### src/rtl/serial_add_ctrl.sv
// serial_add_ctrl: bit-serial adder sequencer.
// Latches two W-bit operands on start and feeds them LSB-first through one
// fullAdder cell, one bit per clock, with a registered carry. The W-bit sum
// and the carry-out are presented together with a one-cycle done pulse.
// Optional feature macro: SERIAL_SUB_EN adds a sub input that turns the
// operation into A-B (two's complement, cout=1 means no borrow).
//
// Handshake: start is a request sampled only while idle (busy=0). Requests
// seen while busy are dropped, not queued. done is a single-cycle strobe and
// sum/cout are valid from that cycle until the next done.

// One-bit full adder cell.
module fullAdder (
    input  logic A,
    input  logic B,
    input  logic Cin,
    output logic S,
    output logic Cout
);
    assign S    = A ^ B ^ Cin;
    assign Cout = (A & B) | (Cin & (A ^ B));
endmodule

module serial_add_ctrl #(
    parameter int W = 4
) (
    input  logic         clk,
    input  logic         rst,
    input  logic         start,
    input  logic [W-1:0] a_in,
    input  logic [W-1:0] b_in,
`ifdef SERIAL_SUB_EN
    input  logic         sub,
`endif
    output logic         busy,
    output logic         done,
    output logic [W-1:0] sum,
    output logic         cout,
    output logic [1:0]   dbg_state
);
    localparam int CW = $clog2(W);

    localparam logic [1:0] IDLE  = 2'd0;
    localparam logic [1:0] SHIFT = 2'd1;
    localparam logic [1:0] DONE  = 2'd2;

    // Index of the final (MSB) bit position within an operation.
    localparam logic [CW-1:0] CNT_LAST = CW'(W - 1);

    logic [1:0]    r_state;
    logic [W-1:0]  r_a_sh;
    logic [W-1:0]  r_b_sh;
    logic [W-1:0]  r_s_sh;
    logic          r_carry;
    logic [CW-1:0] r_cnt;
    logic [W-1:0]  r_sum;
    logic          r_cout;

    logic          w_s;
    logic          w_cout;
    logic [W-1:0]  w_s_next;

    fullAdder u_fa (
        .A    (r_a_sh[0]),
        .B    (r_b_sh[0]),
        .Cin  (r_carry),
        .S    (w_s),
        .Cout (w_cout)
    );

    // New sum bit enters at the top so after W shifts bit 0 holds the LSB.
    assign w_s_next = {w_s, r_s_sh[W-1:1]};

    // Sequencer: latch operands, shift W bits through the cell, publish result.
    always_ff @(posedge clk) begin
        if (rst) begin
            r_state <= IDLE;
            r_a_sh  <= '0;
            r_b_sh  <= '0;
            r_s_sh  <= '0;
            r_carry <= 1'b0;
            r_cnt   <= '0;
            r_sum   <= '0;
            r_cout  <= 1'b0;
        end else begin
            case (r_state)
                IDLE: begin
                    if (start) begin
                        r_a_sh <= a_in;
`ifdef SERIAL_SUB_EN
                        // A-B computed as A + ~B + 1.
                        r_b_sh  <= sub ? ~b_in : b_in;
                        r_carry <= sub;
`else
                        r_b_sh  <= b_in;
                        r_carry <= 1'b0;
`endif
                        r_cnt   <= '0;
                        r_state <= SHIFT;
                    end
                end
                SHIFT: begin
                    r_s_sh  <= w_s_next;
                    r_a_sh  <= r_a_sh >> 1;
                    r_b_sh  <= r_b_sh >> 1;
                    r_carry <= w_cout;
                    if (r_cnt == CNT_LAST) begin
                        // Only complete results reach sum/cout.
                        r_sum   <= w_s_next;
                        r_cout  <= w_cout;
                        r_cnt   <= '0;
                        r_state <= DONE;
                    end else begin
                        r_cnt <= r_cnt + CW'(1);
                    end
                end
                DONE: begin
                    r_state <= IDLE;
                end
                default: begin
                    r_state <= IDLE;
                end
            endcase
        end
    end

    assign busy      = (r_state == SHIFT) || (r_state == DONE);
    assign done      = (r_state == DONE);
    assign sum       = r_sum;
    assign cout      = r_cout;
    assign dbg_state = r_state;

endmodule

### config.mk
export PLATFORM = sky130hd
export DESIGN_NAME = serial_add_ctrl
export DESIGN_NICKNAME = d
export VERILOG_FILES = /design/src/rtl/serial_add_ctrl.sv
export SDC_FILE = /design/constraint.sdc
export NUM_CORES = 1
export LEC_CHECK = 0
export CAP_MARGIN = 40
export CORE_MARGIN = 3
export CORE_UTILIZATION = 40
export CTS_CLUSTER_DIAMETER = 30
export CTS_CLUSTER_SIZE = 10
export DETAILED_ROUTE_END_ITERATION = 7
export GPL_TIMING_DRIVEN = 0
export PLACE_DENSITY = 0.62
export SLEW_MARGIN = 30
export SYNTH_ARGS = -nofsm -noshare
export SYNTH_HDL_FRONTEND = slang
export SYNTH_SLANG_ARGS = --single-unit
### constraint.sdc
create_clock -name clk -period 1.8 [get_ports clk]
set_input_delay 0.18 -clock clk [delete_from_list [all_inputs] [get_ports clk]]
set_output_delay 0.18 -clock clk [all_outputs]
set_load 0.02 [all_outputs]
==> impl_metrics.env <==
export IMPL_netlist_instances=97
export IMPL_routed_via_density=4.97
export IMPL_insertion_delay_ns=0.30
export IMPL_worstSetupStartpointType="register"
export IMPL_worstMarginPinSlew_ns=0.476
export IMPL_p_int_w=0.000710
export IMPL_vias=731
export IMPL_diodes=0
export IMPL_clock_sinks=21
export IMPL_crit_required_ns=1.62
export IMPL_routed_wl_mm=1.67
export IMPL_power_leakage_nw=0.443
export IMPL_layout_commonest_cell="dfxtp_1"
export IMPL_relSlewSlack_pct=67.4
export IMPL_cap_violations=0
export IMPL_fin_crit_sh_pct=92.2
export IMPL_p_per_area_nw_per_um2=870
export IMPL_grt_setup_unrepaired="false"
export IMPL_post_dp_cell_area_um2=1140
export IMPL_dp_hpwl_mm=1.23
export IMPL_globalRoute_totalOverflow=0
export IMPL_routabilityCongestion=0.691
export IMPL_firstDrtPassIters=4
export IMPL_period_needed_ns=1.66
export IMPL_drt_iter0_drc=11
export IMPL_critPathMaxFanout=5
export IMPL_power_w=0.00102
export IMPL_hold_class="in -> reg"
export IMPL_cts_buffers=3
export IMPL_final_area_um2=1170
export IMPL_worstSetupPathType="reg -> out"
export IMPL_ys_ff_latch=21
export IMPL_syn_avg_cell_area_um2=9.49
export IMPL_drc=0
export IMPL_drive_above_1_share_pct=7.50
export IMPL_final_setup_tns_ns=0
export IMPL_switching_share_pct=30.4
export IMPL_rows=16
export IMPL_fmax_mhz=602
export IMPL_fillers=192
export IMPL_yosysSeqAreaShare_pct=45.7
export IMPL_combinationalPowerShare_pct=25.7
export IMPL_wl_per_cell_um=11.4
export IMPL_layout_cells_non_filler=147
export IMPL_skew_ns=0.000784
export IMPL_most_common_layout_cells="dfxtp_1 (20), clkdlybuf4s50_1 (18), nor2_1 (11), a21oi_1 (10), mux2i_1 (10)"
export IMPL_dp_cells=143
export IMPL_seq_area_um2=422
export IMPL_initial_core_util_pct=44.7
export IMPL_synth_area_um2=921
export IMPL_portBuffers=19
export IMPL_grt_pass1_wl_mm=2.82
export IMPL_core_area_um2=2060
export IMPL_crit_chain="inv_1, ha_1, clkdlybuf4s50_1"
export IMPL_nNetsFinal=138
export IMPL_die_y_um=54.0
export IMPL_max_stage_delay_ns=0.59
export IMPL_synth_top_area_share_pct=45.7
export IMPL_cts_hold_buf=0
export IMPL_synth_cell_type_count=20
export IMPL_track_usage_pct=13.3
export IMPL_cts_root_buf="clkbuf_4"
export IMPL_vdd_drop_max_mv=0.617
export IMPL_multiInputGateArea_um2=462
export IMPL_crit_family="buffers and inverters"
export IMPL_crit_slowest_cell="clkdlybuf4s50_1"
export IMPL_antenna_found_initial=0
export IMPL_die_area_um2=2910
export IMPL_synth_area_leaders="dfxtp_1 (46%), mux2i_1 (11%), ha_1 (6.8%)"
export IMPL_p_seq_share_pct=51.8
export IMPL_die_width_um=54.0
export IMPL_cp_buffers_inverters=2
export IMPL_status="finished, final reports clean"
export IMPL_htree_levels=1
export IMPL_ant_nets=0
export IMPL_p_sw_w=0.000310
export IMPL_cts_reportedPaths_clkPinSlew_ns=0.12
export IMPL_synth_top_cell_by_area="dfxtp_1"
export IMPL_clock_power_share_pct=22.5
export IMPL_drv_slew=0
export IMPL_grt_max_degree=13
export IMPL_syn2layout_area_growth_pct=27.3
export IMPL_hold_viol_final=0
export IMPL_regToRegSetupSlack_ns=0.21
export IMPL_setup_viol=0
export IMPL_synth_net_count=114
export IMPL_crit_arrival_ns=1.48
export IMPL_cts_tree="yes"
export IMPL_endpoint_kind="primary output"
export IMPL_grt_pass1_vias=640
export IMPL_ys_warn_count=0
export IMPL_ios=20
export IMPL_ctsLongestPathBuffers=2
[timing repair]
item	CTS	global route
endpoints found under the setup margin	1	1
resized for setup	1	1
buffers inserted	0	0
hold endpoints to repair	0	0
[worst paths after layout]
path                startpoint        end  depth (start not counted)
setup / recovery  dbg_state[0]       done                          3
hold / removal         a_in[3]  r_a_sh[3]                          3
setup reg to reg  dbg_state[1]  r_a_sh[1]                          5
hold reg to reg         sum[0]     sum[0]                          2
[layout make-up]
class / count / share of cell area [%]
Multi-Input combinational cell: 68 / 39.4
Sequential cell: 21 / 36.0
Timing Repair Buffer: 19 / 16.1
Tap cell: 27 / 2.88
Buffer: 5 / 2.35
Clock buffer: 3 / 1.92
Inverter: 3 / 0.961
Clock inverter: 1 / 0.427
[metal layers]
metal  up-vias  global-route usage [%]  wire, µm
met3         2                    5.82       113
met2        19                    20.6       748
met1       325                    17.3       801
met4         0                    2.49        10
li1        385                       -         -
met5         -                       0         0
[through the flow]
step	utilization, %	worst slack, ns	hold slack [ns]
6_report	56.9	0.140	0.448
2_1_floorplan	-	0.239	0.253
4_1_cts	56.8	0.0651	0.437
3_5_place_dp	55.5	0.239	0.448
3_3_place_gp	55.5	0.259	0.444
5_1_grt	56.9	0.0601	0.446
[power groups by stage]
stage | clock [W] | sequential, W | combinational, W
floorplan | 0 | 0.000540 | 0.000183
global placement | 0 | 0.000537 | 0.000264
detailed placement | 0 | 0.000539 | 0.000266
CTS | 0.000239 | 0.000528 | 0.000265
global route | 0.000257 | 0.000535 | 0.000297
finish | 0.000229 | 0.000528 | 0.000263
[flip-flops by register name, indices dropped and copies added, names as in the netlist]
name       cells
r_s_sh         3
sum            4
r_carry        1
cout           1
r_b_sh         4
dbg_state      2
r_a_sh         4
r_cnt          2
[cells by family after synthesis]
family,share of synthesized area (%)
and+or+nand+nor,15.2
DFF,45.7
AOI/OAI and AO/OA,13.9
muxes,12.1
buffers and inverters,4.21
adders and majority gates,8.97
[cell usage after synthesis (all sizes together)]
cell / count
mux2i: 10
fa: 1
a211oi: 7
or2b: 1
a21oi: 10
nand3: 6
a21o: 1
nand3b: 2
dfxtp: 21
a32oi: 2
inv: 3
nand2b: 1
nor2: 11
nand2: 9
clkbuf: 2
mux2: 1
ha: 5
or3: 1
buf: 3
[worst reg2reg max path: stages (launching register included)]
cell      delay (ns)
dfxtp_1         0.34
inv_1           0.12
ha_1            0.25
mux2_2          0.41
buf_4           0.19
a211oi_1        0.20
Note: power is estimated with default switching activity, not from simulation.
